===== src/rtl/def.sv =====
// Shared RV32I opcode constants and ALU operation codes.
// The ALU in EX decodes ALUctrl using exactly these values.
`ifndef DEF_SV
`define DEF_SV

`define OPC_OP      7'b0110011
`define OPC_OP_IMM  7'b0010011
`define OPC_LUI     7'b0110111
`define OPC_AUIPC   7'b0010111
`define OPC_LOAD    7'b0000011
`define OPC_STORE   7'b0100011
`define OPC_BRANCH  7'b1100011
`define OPC_JAL     7'b1101111
`define OPC_JALR    7'b1100111

`define ALU_OPCODE_ADD  4'd0
`define ALU_OPCODE_SUB  4'd1
`define ALU_OPCODE_AND  4'd2
`define ALU_OPCODE_OR   4'd3
`define ALU_OPCODE_XOR  4'd4
`define ALU_OPCODE_LSL  4'd5
`define ALU_OPCODE_LSR  4'd6
`define ALU_OPCODE_ASR  4'd7
`define ALU_OPCODE_SLT  4'd8
`define ALU_OPCODE_B    4'd9

`endif


===== src/rtl/decode_pkg.sv =====
// decode_pkg: RV32I opcode/funct3 constants, the decoded-control bundle
// (ctrl_t) captured by the ID/EX register, and the shared arithmetic
// funct3/funct7 -> ALU operation map used by R-type and I-type ALU ops.
`include "def.sv"

package decode_pkg;

    localparam logic [6:0] OPC_OP     = `OPC_OP;
    localparam logic [6:0] OPC_OP_IMM = `OPC_OP_IMM;
    localparam logic [6:0] OPC_LUI    = `OPC_LUI;
    localparam logic [6:0] OPC_AUIPC  = `OPC_AUIPC;
    localparam logic [6:0] OPC_LOAD   = `OPC_LOAD;
    localparam logic [6:0] OPC_STORE  = `OPC_STORE;
    localparam logic [6:0] OPC_BRANCH = `OPC_BRANCH;
    localparam logic [6:0] OPC_JAL    = `OPC_JAL;
    localparam logic [6:0] OPC_JALR   = `OPC_JALR;

    localparam logic [2:0] F3_ADD  = 3'b000;
    localparam logic [2:0] F3_SLL  = 3'b001;
    localparam logic [2:0] F3_SLT  = 3'b010;
    localparam logic [2:0] F3_XOR  = 3'b100;
    localparam logic [2:0] F3_SR   = 3'b101;
    localparam logic [2:0] F3_OR   = 3'b110;
    localparam logic [2:0] F3_AND  = 3'b111;

    localparam logic [2:0] F3_BEQ  = 3'b000;
    localparam logic [2:0] F3_BNE  = 3'b001;
    localparam logic [2:0] F3_BLT  = 3'b100;
    localparam logic [2:0] F3_BGE  = 3'b101;

    localparam logic [2:0] F3_LB   = 3'b000;
    localparam logic [2:0] F3_LH   = 3'b001;
    localparam logic [2:0] F3_LW   = 3'b010;
    localparam logic [2:0] F3_LBU  = 3'b100;
    localparam logic [2:0] F3_LHU  = 3'b101;

    localparam logic [2:0] F3_SB   = 3'b000;
    localparam logic [2:0] F3_SH   = 3'b001;
    localparam logic [2:0] F3_SW   = 3'b010;

    localparam logic [2:0] F3_JALR = 3'b000;

    localparam logic [6:0] F7_BASE = 7'b0000000;
    localparam logic [6:0] F7_ALT  = 7'b0100000;

    typedef struct packed {
        logic [3:0]  alu_ctrl;
        logic        src_a_pc;
        logic        src_b_imm;
        logic [31:0] imm;
        logic [4:0]  rd;
        logic [4:0]  rs1;
        logic [4:0]  rs2;
        logic        reg_write;
        logic        mem_read;
        logic        mem_write;
        logic        jump;
        logic        branch;
        logic        branch_inv;
        logic        illegal;
    } ctrl_t;

    typedef struct packed {
        logic       legal;
        logic [3:0] alu;
    } arith_t;

    // For immediates funct7 is part of the immediate, so it only matters
    // for the shift-immediates; SUB has no immediate form.
    function automatic arith_t arith_map(input logic [2:0] funct3,
                                         input logic [6:0] funct7,
                                         input logic       is_reg);
        arith_t r;
        r.legal = 1'b0;
        r.alu   = `ALU_OPCODE_ADD;
        case (funct3)
            F3_ADD: begin
                if (!is_reg || funct7 == F7_BASE) begin
                    r.legal = 1'b1;
                    r.alu   = `ALU_OPCODE_ADD;
                end else if (funct7 == F7_ALT) begin
                    r.legal = 1'b1;
                    r.alu   = `ALU_OPCODE_SUB;
                end
            end
            F3_SLL: begin
                r.legal = (funct7 == F7_BASE);
                r.alu   = `ALU_OPCODE_LSL;
            end
            F3_SLT: begin
                r.legal = !is_reg || funct7 == F7_BASE;
                r.alu   = `ALU_OPCODE_SLT;
            end
            F3_XOR: begin
                r.legal = !is_reg || funct7 == F7_BASE;
                r.alu   = `ALU_OPCODE_XOR;
            end
            F3_SR: begin
                if (funct7 == F7_BASE) begin
                    r.legal = 1'b1;
                    r.alu   = `ALU_OPCODE_LSR;
                end else if (funct7 == F7_ALT) begin
                    r.legal = 1'b1;
                    r.alu   = `ALU_OPCODE_ASR;
                end
            end
            F3_OR: begin
                r.legal = !is_reg || funct7 == F7_BASE;
                r.alu   = `ALU_OPCODE_OR;
            end
            F3_AND: begin
                r.legal = !is_reg || funct7 == F7_BASE;
                r.alu   = `ALU_OPCODE_AND;
            end
            default: r.legal = 1'b0;    // SLTU / SLTIU not supported
        endcase
        return r;
    endfunction

endpackage


===== src/rtl/decode_stage_alu_ctrl_decoder.sv =====
// alu_ctrl_decoder: purely combinational RV32I instruction -> ctrl_t.
// Ports:
//   instr_i  32-bit instruction word
//   ctrl_o   decoded ALU control, immediate, register indices and flags
// Unsupported encodings produce illegal=1 with every side-effect flag
// cleared and ALU op forced to ADD; register indices stay as raw fields.
`include "def.sv"

module alu_ctrl_decoder
    import decode_pkg::*;
(
    input  logic [31:0] instr_i,
    output ctrl_t       ctrl_o
);

    logic [6:0]  opcode;
    logic [2:0]  funct3;
    logic [6:0]  funct7;
    logic [31:0] imm_i;
    logic [31:0] imm_s;
    logic [31:0] imm_b;
    logic [31:0] imm_u;
    logic [31:0] imm_j;

    assign opcode = instr_i[6:0];
    assign funct3 = instr_i[14:12];
    assign funct7 = instr_i[31:25];

    assign imm_i = {{20{instr_i[31]}}, instr_i[31:20]};
    assign imm_s = {{20{instr_i[31]}}, instr_i[31:25], instr_i[11:7]};
    assign imm_b = {{19{instr_i[31]}}, instr_i[31], instr_i[7],
                    instr_i[30:25], instr_i[11:8], 1'b0};
    assign imm_u = {instr_i[31:12], 12'h000};
    assign imm_j = {{11{instr_i[31]}}, instr_i[31], instr_i[19:12],
                    instr_i[20], instr_i[30:21], 1'b0};

    always_comb begin
        ctrl_t  c;
        arith_t am;
        logic   legal;

        c          = '0;
        c.rd       = instr_i[11:7];
        c.rs1      = instr_i[19:15];
        c.rs2      = instr_i[24:20];
        c.alu_ctrl = `ALU_OPCODE_ADD;
        am         = '0;
        legal      = 1'b1;

        case (opcode)
            OPC_OP: begin
                am          = arith_map(funct3, funct7, 1'b1);
                legal       = am.legal;
                c.alu_ctrl  = am.alu;
                c.reg_write = 1'b1;
            end
            OPC_OP_IMM: begin
                am          = arith_map(funct3, funct7, 1'b0);
                legal       = am.legal;
                c.alu_ctrl  = am.alu;
                c.src_b_imm = 1'b1;
                c.imm       = imm_i;
                c.reg_write = 1'b1;
            end
            OPC_LUI: begin
                c.alu_ctrl  = `ALU_OPCODE_B;
                c.src_b_imm = 1'b1;
                c.imm       = imm_u;
                c.reg_write = 1'b1;
            end
            OPC_AUIPC: begin
                c.src_a_pc  = 1'b1;
                c.src_b_imm = 1'b1;
                c.imm       = imm_u;
                c.reg_write = 1'b1;
            end
            OPC_LOAD: begin
                legal       = funct3 inside {F3_LB, F3_LH, F3_LW, F3_LBU, F3_LHU};
                c.src_b_imm = 1'b1;
                c.imm       = imm_i;
                c.mem_read  = 1'b1;
                c.reg_write = 1'b1;
            end
            OPC_STORE: begin
                legal       = funct3 inside {F3_SB, F3_SH, F3_SW};
                c.src_b_imm = 1'b1;
                c.imm       = imm_s;
                c.mem_write = 1'b1;
            end
            OPC_BRANCH: begin
                // EQ of SUB is the equality test; EQ of SLT is "not less than".
                c.branch = 1'b1;
                c.imm    = imm_b;
                case (funct3)
                    F3_BEQ: begin c.alu_ctrl = `ALU_OPCODE_SUB; c.branch_inv = 1'b0; end
                    F3_BNE: begin c.alu_ctrl = `ALU_OPCODE_SUB; c.branch_inv = 1'b1; end
                    F3_BLT: begin c.alu_ctrl = `ALU_OPCODE_SLT; c.branch_inv = 1'b1; end
                    F3_BGE: begin c.alu_ctrl = `ALU_OPCODE_SLT; c.branch_inv = 1'b0; end
                    default: legal = 1'b0;  // BLTU / BGEU and reserved
                endcase
            end
            OPC_JAL: begin
                c.src_a_pc  = 1'b1;
                c.src_b_imm = 1'b1;
                c.imm       = imm_j;
                c.jump      = 1'b1;
                c.reg_write = 1'b1;
            end
            OPC_JALR: begin
                legal       = (funct3 == F3_JALR);
                c.src_b_imm = 1'b1;
                c.imm       = imm_i;
                c.jump      = 1'b1;
                c.reg_write = 1'b1;
            end
            default: legal = 1'b0;      // FENCE, SYSTEM, unknown opcodes
        endcase

        if (!legal) begin
            c.alu_ctrl   = `ALU_OPCODE_ADD;
            c.src_a_pc   = 1'b0;
            c.src_b_imm  = 1'b0;
            c.imm        = '0;
            c.reg_write  = 1'b0;
            c.mem_read   = 1'b0;
            c.mem_write  = 1'b0;
            c.jump       = 1'b0;
            c.branch     = 1'b0;
            c.branch_inv = 1'b0;
            c.illegal    = 1'b1;
        end

        ctrl_o = c;
    end

endmodule


===== src/rtl/decode_stage.sv =====
// decode_stage: RV32I ID stage. Decodes the fetched instruction and holds
// the result in a single-entry ID/EX register with valid/ready handshake.
// Ports:
//   clk, rst (sync, active-high), flush (drop held + incoming instruction)
//   in_valid/in_ready, instr, pc_in           fetch side
//   out_valid/out_ready, pc_out               execute side
//   ALUctrl, src_a_pc, src_b_imm, imm, rd, rs1, rs2,
//   reg_write, mem_read, mem_write, jump, branch, branch_inv, illegal
// Only WIDTH = 32 is supported; the decoded bundle is fixed at 32 bits.
module decode_stage
    import decode_pkg::*;
#(
    parameter int WIDTH = 32
) (
    input  logic             clk,
    input  logic             rst,
    input  logic             flush,
    input  logic             in_valid,
    output logic             in_ready,
    input  logic [WIDTH-1:0] instr,
    input  logic [WIDTH-1:0] pc_in,
    output logic             out_valid,
    input  logic             out_ready,
    output logic [WIDTH-1:0] pc_out,
    output logic [3:0]       ALUctrl,
    output logic             src_a_pc,
    output logic             src_b_imm,
    output logic [WIDTH-1:0] imm,
    output logic [4:0]       rd,
    output logic [4:0]       rs1,
    output logic [4:0]       rs2,
    output logic             reg_write,
    output logic             mem_read,
    output logic             mem_write,
    output logic             jump,
    output logic             branch,
    output logic             branch_inv,
    output logic             illegal
);

    ctrl_t            dec_ctrl;
    ctrl_t            ctrl_d, ctrl_q;
    logic             valid_d, valid_q;
    logic [WIDTH-1:0] pc_d, pc_q;

    alu_ctrl_decoder u_dec (
        .instr_i (instr),
        .ctrl_o  (dec_ctrl)
    );

    assign in_ready = !valid_q || out_ready;

    // Flush only clears valid; the held fields stay bit-stable.
    always_comb begin
        valid_d = valid_q;
        ctrl_d  = ctrl_q;
        pc_d    = pc_q;
        if (flush) begin
            valid_d = 1'b0;
        end else if (in_ready) begin
            valid_d = in_valid;
            if (in_valid) begin
                ctrl_d = dec_ctrl;
                pc_d   = pc_in;
            end
        end
    end

    always_ff @(posedge clk) begin
        if (rst) begin
            valid_q <= 1'b0;
            ctrl_q  <= '0;
            pc_q    <= '0;
        end else begin
            valid_q <= valid_d;
            ctrl_q  <= ctrl_d;
            pc_q    <= pc_d;
        end
    end

    assign out_valid  = valid_q;
    assign pc_out     = pc_q;
    assign ALUctrl    = ctrl_q.alu_ctrl;
    assign src_a_pc   = ctrl_q.src_a_pc;
    assign src_b_imm  = ctrl_q.src_b_imm;
    assign imm        = ctrl_q.imm;
    assign rd         = ctrl_q.rd;
    assign rs1        = ctrl_q.rs1;
    assign rs2        = ctrl_q.rs2;
    assign reg_write  = ctrl_q.reg_write;
    assign mem_read   = ctrl_q.mem_read;
    assign mem_write  = ctrl_q.mem_write;
    assign jump       = ctrl_q.jump;
    assign branch     = ctrl_q.branch;
    assign branch_inv = ctrl_q.branch_inv;
    assign illegal    = ctrl_q.illegal;

endmodule


===== config.mk =====
export PLATFORM = sky130hd
export DESIGN_NAME = decode_stage
export DESIGN_NICKNAME = d
export VERILOG_FILES = /design/src/rtl/decode_pkg.sv /design/src/rtl/decode_stage_alu_ctrl_decoder.sv /design/src/rtl/decode_stage.sv
export VERILOG_INCLUDE_DIRS = /design/src /design/src/rtl
export SDC_FILE = /design/constraint.sdc
export NUM_CORES = 1
export LEC_CHECK = 0
export ABC_AREA = 1
export BUFFER_PORTS_ARGS = -buffer_cell sky130_fd_sc_hd__buf_2
export CORE_MARGIN = 4
export CORE_UTILIZATION = 49
export CTS_CLUSTER_SIZE = 10
export DETAILED_ROUTE_END_ITERATION = 6
export PLACE_DENSITY = 0.76
export SYNTH_ARGS = -nofsm -noshare
export SYNTH_HDL_FRONTEND = slang
export SYNTH_SLANG_ARGS = --single-unit

===== constraint.sdc =====
create_clock -name clk -period 1.7 [get_ports clk]
set_input_delay 0.17 -clock clk [delete_from_list [all_inputs] [get_ports clk]]
set_output_delay 0.17 -clock clk [all_outputs]
set_load 0.1 [all_outputs]

==> results of run 1 <==
[what timing repair did]
action | 4_1_cts | 5_1_grt
hold buffers | 1 | 0
gates resized for setup | 0 | 2
endpoints found under the hold margin | 1 | 0
setup endpoints to repair | 0 | 11
[power by group through the flow]
stage / Sequential [mW] / Combinational [mW] / Clock [mW]
after CTS: 2.29 / 1.09 / 1.68
after global routing: 2.30 / 1.15 / 1.77
after detailed placement: 2.34 / 1.09 / 0
final: 2.29 / 1.09 / 1.64
after floorplan: 2.90 / 0.280 / 0
after global placement: 2.34 / 1.08 / 0
[layout make-up]
cell class / instances / area, um^2
clock buffer: 9 / 124
multi-input combinational: 424 / 2120
clock inverter: 6 / 96.3
inverter: 33 / 128
sequential: 93 / 1870
fill: 802 / 3250
timing repair buffer: 178 / 958
tap: 108 / 135
[layer usage]
layer	track usage, %	share of wire [%]
met1	31.8	42
met2	37.9	46
met3	5.87	9.9
met4	8.98	2.1
met5	0	0
[stage by stage]
step	instances	hold slack (ns)
after floorplan	588	0.239
after global placement	835	0.383
after detailed placement	835	0.382
after CTS	851	0.00865
after global routing	851	0.00907
final	851	0.0200
[how the worst max path moves through the flow]
stage / start / to / slack [ns] / depth (start not counted)
CTS: flush / imm[25] / 0.03 / 9
floorplan: out_valid / ALUctrl[0] / 0.12 / 8
global placement: instr[3] / imm[15] / 0.06 / 10
detailed placement: instr[3] / imm[26] / 0.01 / 12
finish: flush / imm[0] / 0.12 / 8
global route: flush / rd[1] / 0.01 / 7
[worst register-to-register path, stage by stage, from the launching register on]
cell	delay, ns
dfxtp_4	0.35
inv_1	0.04
nor2_1	0.06
nor3_4	0.16
buf_4	0.25
nand2_1	0.17
o22ai_1	0.21
nand2_1	0.08
a21oi_1	0.11
[sequential cells by signal (all words and copies together), names as in the netlist, 4 cells and up]
name and cells:
imm 32, pc_out 32, rd 5, rs1 5, rs2 5, ALUctrl 4
[cells in the mapped netlist (2+ instances only)]
library cell and count:
nand2_1 133, nor2_8 2, o21ai_0 69, nand2_2 7, buf_8 2, buf_2 3
inv_1 28, nand3_1 20, nor2_2 3, buf_6 8, nor2_1 92, nand3_2 20
nand2_4 4, inv_2 3, buf_4 2, clkbuf_1 21, a21oi_2 15, dfxtp_1 93
a21oi_1 46
[kinds of logic (layout without fill, tap and decap cells)]
family / Yosys count / in the layout
AOI/OAI and AO/OA: 136 / 136
and+or+nand+nor: 288 / 288
buffers and inverters: 71 / 226
DFF: 93 / 93
==> impl_metrics.yaml, run 1 <==
logic_synthesis:
  yosys.cell_types.count: 36
  synth_fp_nets: 657
  yosys.area.top_type: "dfxtp_1"
  synth_top_family_by_area: "simple AND/OR/NAND/NOR gates"
  netlist_top_cells_area: "dfxtp_1 43%, nand2_1 11%, nor2_1 7.9%, o21ai_0 7.9%, a21oi_1 5.3%"
  synth-compound-area-share_pct: 17.3
  yosysSeqAreaShare_pct: 42.8
  synthAdderAreaFrac_pct: 0
  muxShareOfSynthArea_pct: 0
  yosys.area_share.simple_pct: 31.2
  synth_warnings: 0
  synth.cell_area_um2: 4350
  synthXorXnorAreaFrac_pct: 0
  synth_top_cell_area_share_pct: 42.8
  netlist_instances: 588
  synthFlopType: "dfxtp_1"
  synth-edff-count: 0
  synth-async-reset-ratio_pct: 0
  postSynthAreaPerCell_um2: 7.40
  synth-seq-cells: 93
setup_path:
  crit_family: "buffers and inverters"
  critical_path_class: "in2reg"
  cp-start-kind: "primary input"
  crit_path_end_kind: "flop"
  slowest_stage: "dlygate4sd3_1"
  cp_max_fo: 14
  cp_cell_sequence: "dlygate4sd3_1, buf_2, nor3_4, buf_4, nand2_1, o22ai_1, nand2_1, a21oi_1"
  reg2reg_from: "out_valid"
  worst_path_largest_cell_delay_ns: 0.53
  r2r_end: "imm[0]"
  crit_buf_inv: 3
  critical_path_required_ns: 1.99
  rrSetupSlack_ns: 0.21
  reg2reg_depth: 8
  crit_path_frequent_cell: "nand2_1"
  crit_arrival_ns: 1.86
placement:
  dp.final_hpwl_mm: 9.31
  place_congestion: 0.990
  post-place-ws_ns: 0.0107
  portBuffers: 162
  placed_cell_area_um2: 5190
detailed_routing:
  avgRoutedWirePerCell_um: 14.7
  vias_per_cell: 5.19
  drc_errors: 0
  drt_iter0_markers: 301
  drt-pass1-iter-count: 5
  via_count: 4419
  drt_wl_total_mm: 12.5
  ant_nets: 0
floorplanning:
  die_w_um: 102
  ioPinCount: 163
  die-area_um2: 10400
  dieHeight_um: 102
  core_um2: 8680
  initial_core_util_pct: 50.1
  num_rows: 34
power_and_ir_drop:
  intPower_mw: 3.30
  p_leak_nw: 2.65
  clkPwrFrac_pct: 32.7
  power_switching_mw: 1.73
  combPwrFrac_pct: 21.7
  power.density_nw_per_um2: 926
  seq_power_share_pct: 45.6
  p_sw_share_pct: 34.4
  power.total_mw: 5.03
  peakVddDrop_uv: 617
clock_tree:
  cts_htree_levels: 3
  cts_max_path_buffers: 2
  path_clk_slew_ns: 0.10
  worstSkewPairLatency_ns: 0.36
  post-cts-setup-buffers: 0
  cts_made_buffers: 9
  cts_tree: "done"
  cts-root-buf: "clkbuf_8"
  cts.sinks: 93
hold_path:
  hold_start: "pc_in[16]"
  hold_depth: 3
  whs_endpoint: "pc_out[16]"
  hold_path.class: "in2reg"
timing:
  slew_headroom_pct: 65.4
  setup_ws_ns: 0.124
  fin_worst_skew_ns: 0.0120
  tightestPinTransition_ns: 0.522
  period_minus_slack_ns: 1.58
  hold_viol: 0
  setup_tns_ns: 0
  fmax_ghz: 0.634
  rsz0062_at_grt: "false"
  fin_crit_sh_pct: 92.7
  setup_viol_count_final: 0
  slew_violations: 0
flow_run:
  maxCapViolCount: 0
layout:
  final_common_cell: "buf_2"
  drive_gt1_share_pct: 34.3
  fin_util_pct: 62.5
  stdcell_area_um2: 5430
  diodes: 0
  fin_nets: 808
  area_growth_pct: 24.8
  layout_common_cells: "162 x buf_2, 132 x nand2_1, 92 x dfxtp_1"
global_routing:
  grt_first_pass_wirelength_mm: 19.9
  grt_use_total_pct: 24.0
  grt_overflow: 0
  antenna_found_initial: 0
  grt_start_max_net_pins: 86
  grt_pass1_vias: 4123
outcome:
  status: "complete, no violations"
Power figures use the tool's default switching activity.
==> run 2: changes to the inputs <==
- CORE_UTILIZATION: 49 -> 50
- PLACE_DENSITY: 0.76 -> 0.74
- SYNTH_HIERARCHICAL: unset -> 1
==> impl_metrics.yaml, run 2 <==
detailed_routing:
  drt_wl_total_mm: 14.7
  drc_errors: 0
  avgRoutedWirePerCell_um: 12.6
  vias_per_cell: 4.87
  drt-pass1-iter-count: 5
  drt_iter0_markers: 372
  via_count: 5678
  ant_nets: 0
flow_run:
  maxCapViolCount: 0
hold_path:
  hold_path.class: "in2reg"
power_and_ir_drop:
  p_leak_nw: 3.53
  power.total_mw: 5.93
  power.density_nw_per_um2: 895
  peakVddDrop_uv: 535
logic_synthesis:
  postSynthAreaPerCell_um2: 6.13
  yosysSeqAreaShare_pct: 34.5
  yosys.area.top_type: "dfxtp_1"
  synth-edff-count: 0
  synth-seq-cells: 93
  yosys.cell_types.count: 27
  ys_top_cells_by_count: "179 x nor2_1, 155 x nand2_1, 129 x inv_1"
  synth_fp_nets: 951
  synthFlopType: "dfxtp_1"
  synth_warnings: 6
  synth-async-reset-ratio_pct: 0
  synth_top_cell_area_share_pct: 34.5
  netlist_instances: 881
  netlist_top_cells_area: "dfxtp_1 34%, nor2_1 12%, nand2_1 11%, nand3_1 9.9%, a21oi_1 9.6%"
  synth.cell_area_um2: 5400
  synth.most_common_cell: "nor2_1"
floorplanning:
  dieHeight_um: 112
  ioPinCount: 163
  core_um2: 10400
  initial_core_util_pct: 51.9
  die_w_um: 112
  num_rows: 37
  die-area_um2: 12500
placement:
  dpl.cell_count: 1151
  placed_cell_area_um2: 6410
  post-place-ws_ns: -0.169
  dp.final_hpwl_mm: 10.4
  place_congestion: 0.925
  portBuffers: 162
layout:
  drive_gt1_share_pct: 23.7
  instances_no_fill: 1167
  diodes: 0
  fin_nets: 1097
  final_common_cell: "nor2_1"
  stdcell_area_um2: 6630
  fin_util_pct: 63.6
  layout_common_cells: "179 x nor2_1, 161 x buf_2, 155 x nand2_1"
  area_growth_pct: 22.7
global_routing:
  antenna_found_initial: 0
  grt_pass1_vias: 5054
  grt_overflow: 0
  grt_first_pass_wirelength_mm: 24.2
  grt_use_total_pct: 22.9
  grt_start_max_net_pins: 121
timing:
  setup_viol_count_final: 0
  whs_ns: 0.0243
  hold_viol: 0
  fmax_ghz: 0.665
  setup_ws_ns: 0.196
  setup_tns_ns: 0
  slew_violations: 0
  fin_worst_skew_ns: 0.0118
  period_minus_slack_ns: 1.50
  rsz0062_at_grt: "false"
  slew_headroom_pct: 65.2
  fin_crit_sh_pct: 88.5
  tightestPinTransition_ns: 0.526
clock_tree:
  cts.sinks: 93
  cts-resized-gates: 0
  cts_tree: "done"
  worstSkewPairLatency_ns: 0.35
  cts_htree_levels: 3
  path_clk_slew_ns: 0.10
  cts-root-buf: "clkbuf_8"
  cts_max_path_buffers: 2
  cts_made_buffers: 9
setup_path:
  critical_path_class: "in2reg"
  cp_max_fo: 13
  crit_path_end_kind: "flop"
  crit_arrival_ns: 1.75
  critical_path_required_ns: 1.95
  cp-start-kind: "primary input"
outcome:
  status: "complete, no violations"
-- run 2: cell count changes after synthesis, moves of 5 or more --
cell      delta
nand3_1     +87
buf_2       +28
nand3_2     -18
clkbuf_1    -11
a21oi_1     +58
buf_1        +5
buf_4       +20
inv_1      +101
o21ai_0     -63
nand2_1     +22
a21oi_2     -15
nor2_1      +87
a21boi_0     +5
-- run 2: layer usage --
| metal | wire length [um] | up-vias | track usage (%) |
|---|---|---|---|
| li1 | - | 2991 | - |
| met1 | 6730 | 2502 | 31.4 |
| met2 | 6840 | 167 | 38.0 |
| met3 | 877 | 18 | 3.59 |
| met4 | 212 | 0 | 5.45 |
| met5 | 0 | - | 0 |
-- run 2: cell families (layout without fill, tap and decap cells) --
group,count (synthesis),after routing,synth area share (%)
AO/OA/AOI/OAI,117,117,11.1
adder cells (fa/ha/maj),1,1,0.371
buffers and inverters,207,357,17.3
flip-flops,93,93,34.5
AND/OR/NAND/NOR,463,463,36.7
-- run 2: worst paths after layout --
kind | cells past startpoint | endpoint | from | slack [ns]
worst max-delay path | 15 | ALUctrl[1] | instr[12] | 0.20
worst min-delay path | 2 | out_valid | flush | 0.02
worst min register to register | 2 | rd[4] | rd[4] | 0.48
worst max register to register | 5 | pc_out[17] | out_valid | 0.40
-- run 2: power breakdown --
part           internal (mW)  switching (mW)
combinational          0.395            1.52
sequential              2.32          0.0695
clock                  0.828           0.807
-- run 2: timing repair --
action,in CTS,in global routing
hold endpoints to repair,1,0
hold buffers,1,0
setup buffers,0,0
-- run 2: final cells by class --
| cell class | instances | area (um^2) |
|---|---|---|
| Tap cell | 136 | 170 |
| Clock buffer | 10 | 128 |
| Timing Repair Buffer | 208 | 1260 |
| Sequential cell | 93 | 1860 |
| Fill cell | 1098 | 3790 |
| Clock inverter | 5 | 83.8 |
| Multi-Input combinational cell | 581 | 2620 |
| Inverter | 134 | 503 |
-- run 2: critical path, cell delays in order --
cell and delay (ns):
buf_2 0.11, fa_1 0.46, inv_1 0.06, nand2_1 0.04, nand2_1 0.06, nand2_1 0.06, nand2_1 0.06, nand2_1 0.08
nor2_4 0.14, buf_4 0.21, nor2_1 0.06, inv_1 0.05, nand3_1 0.07, nand2_1 0.08, nor2_1 0.04
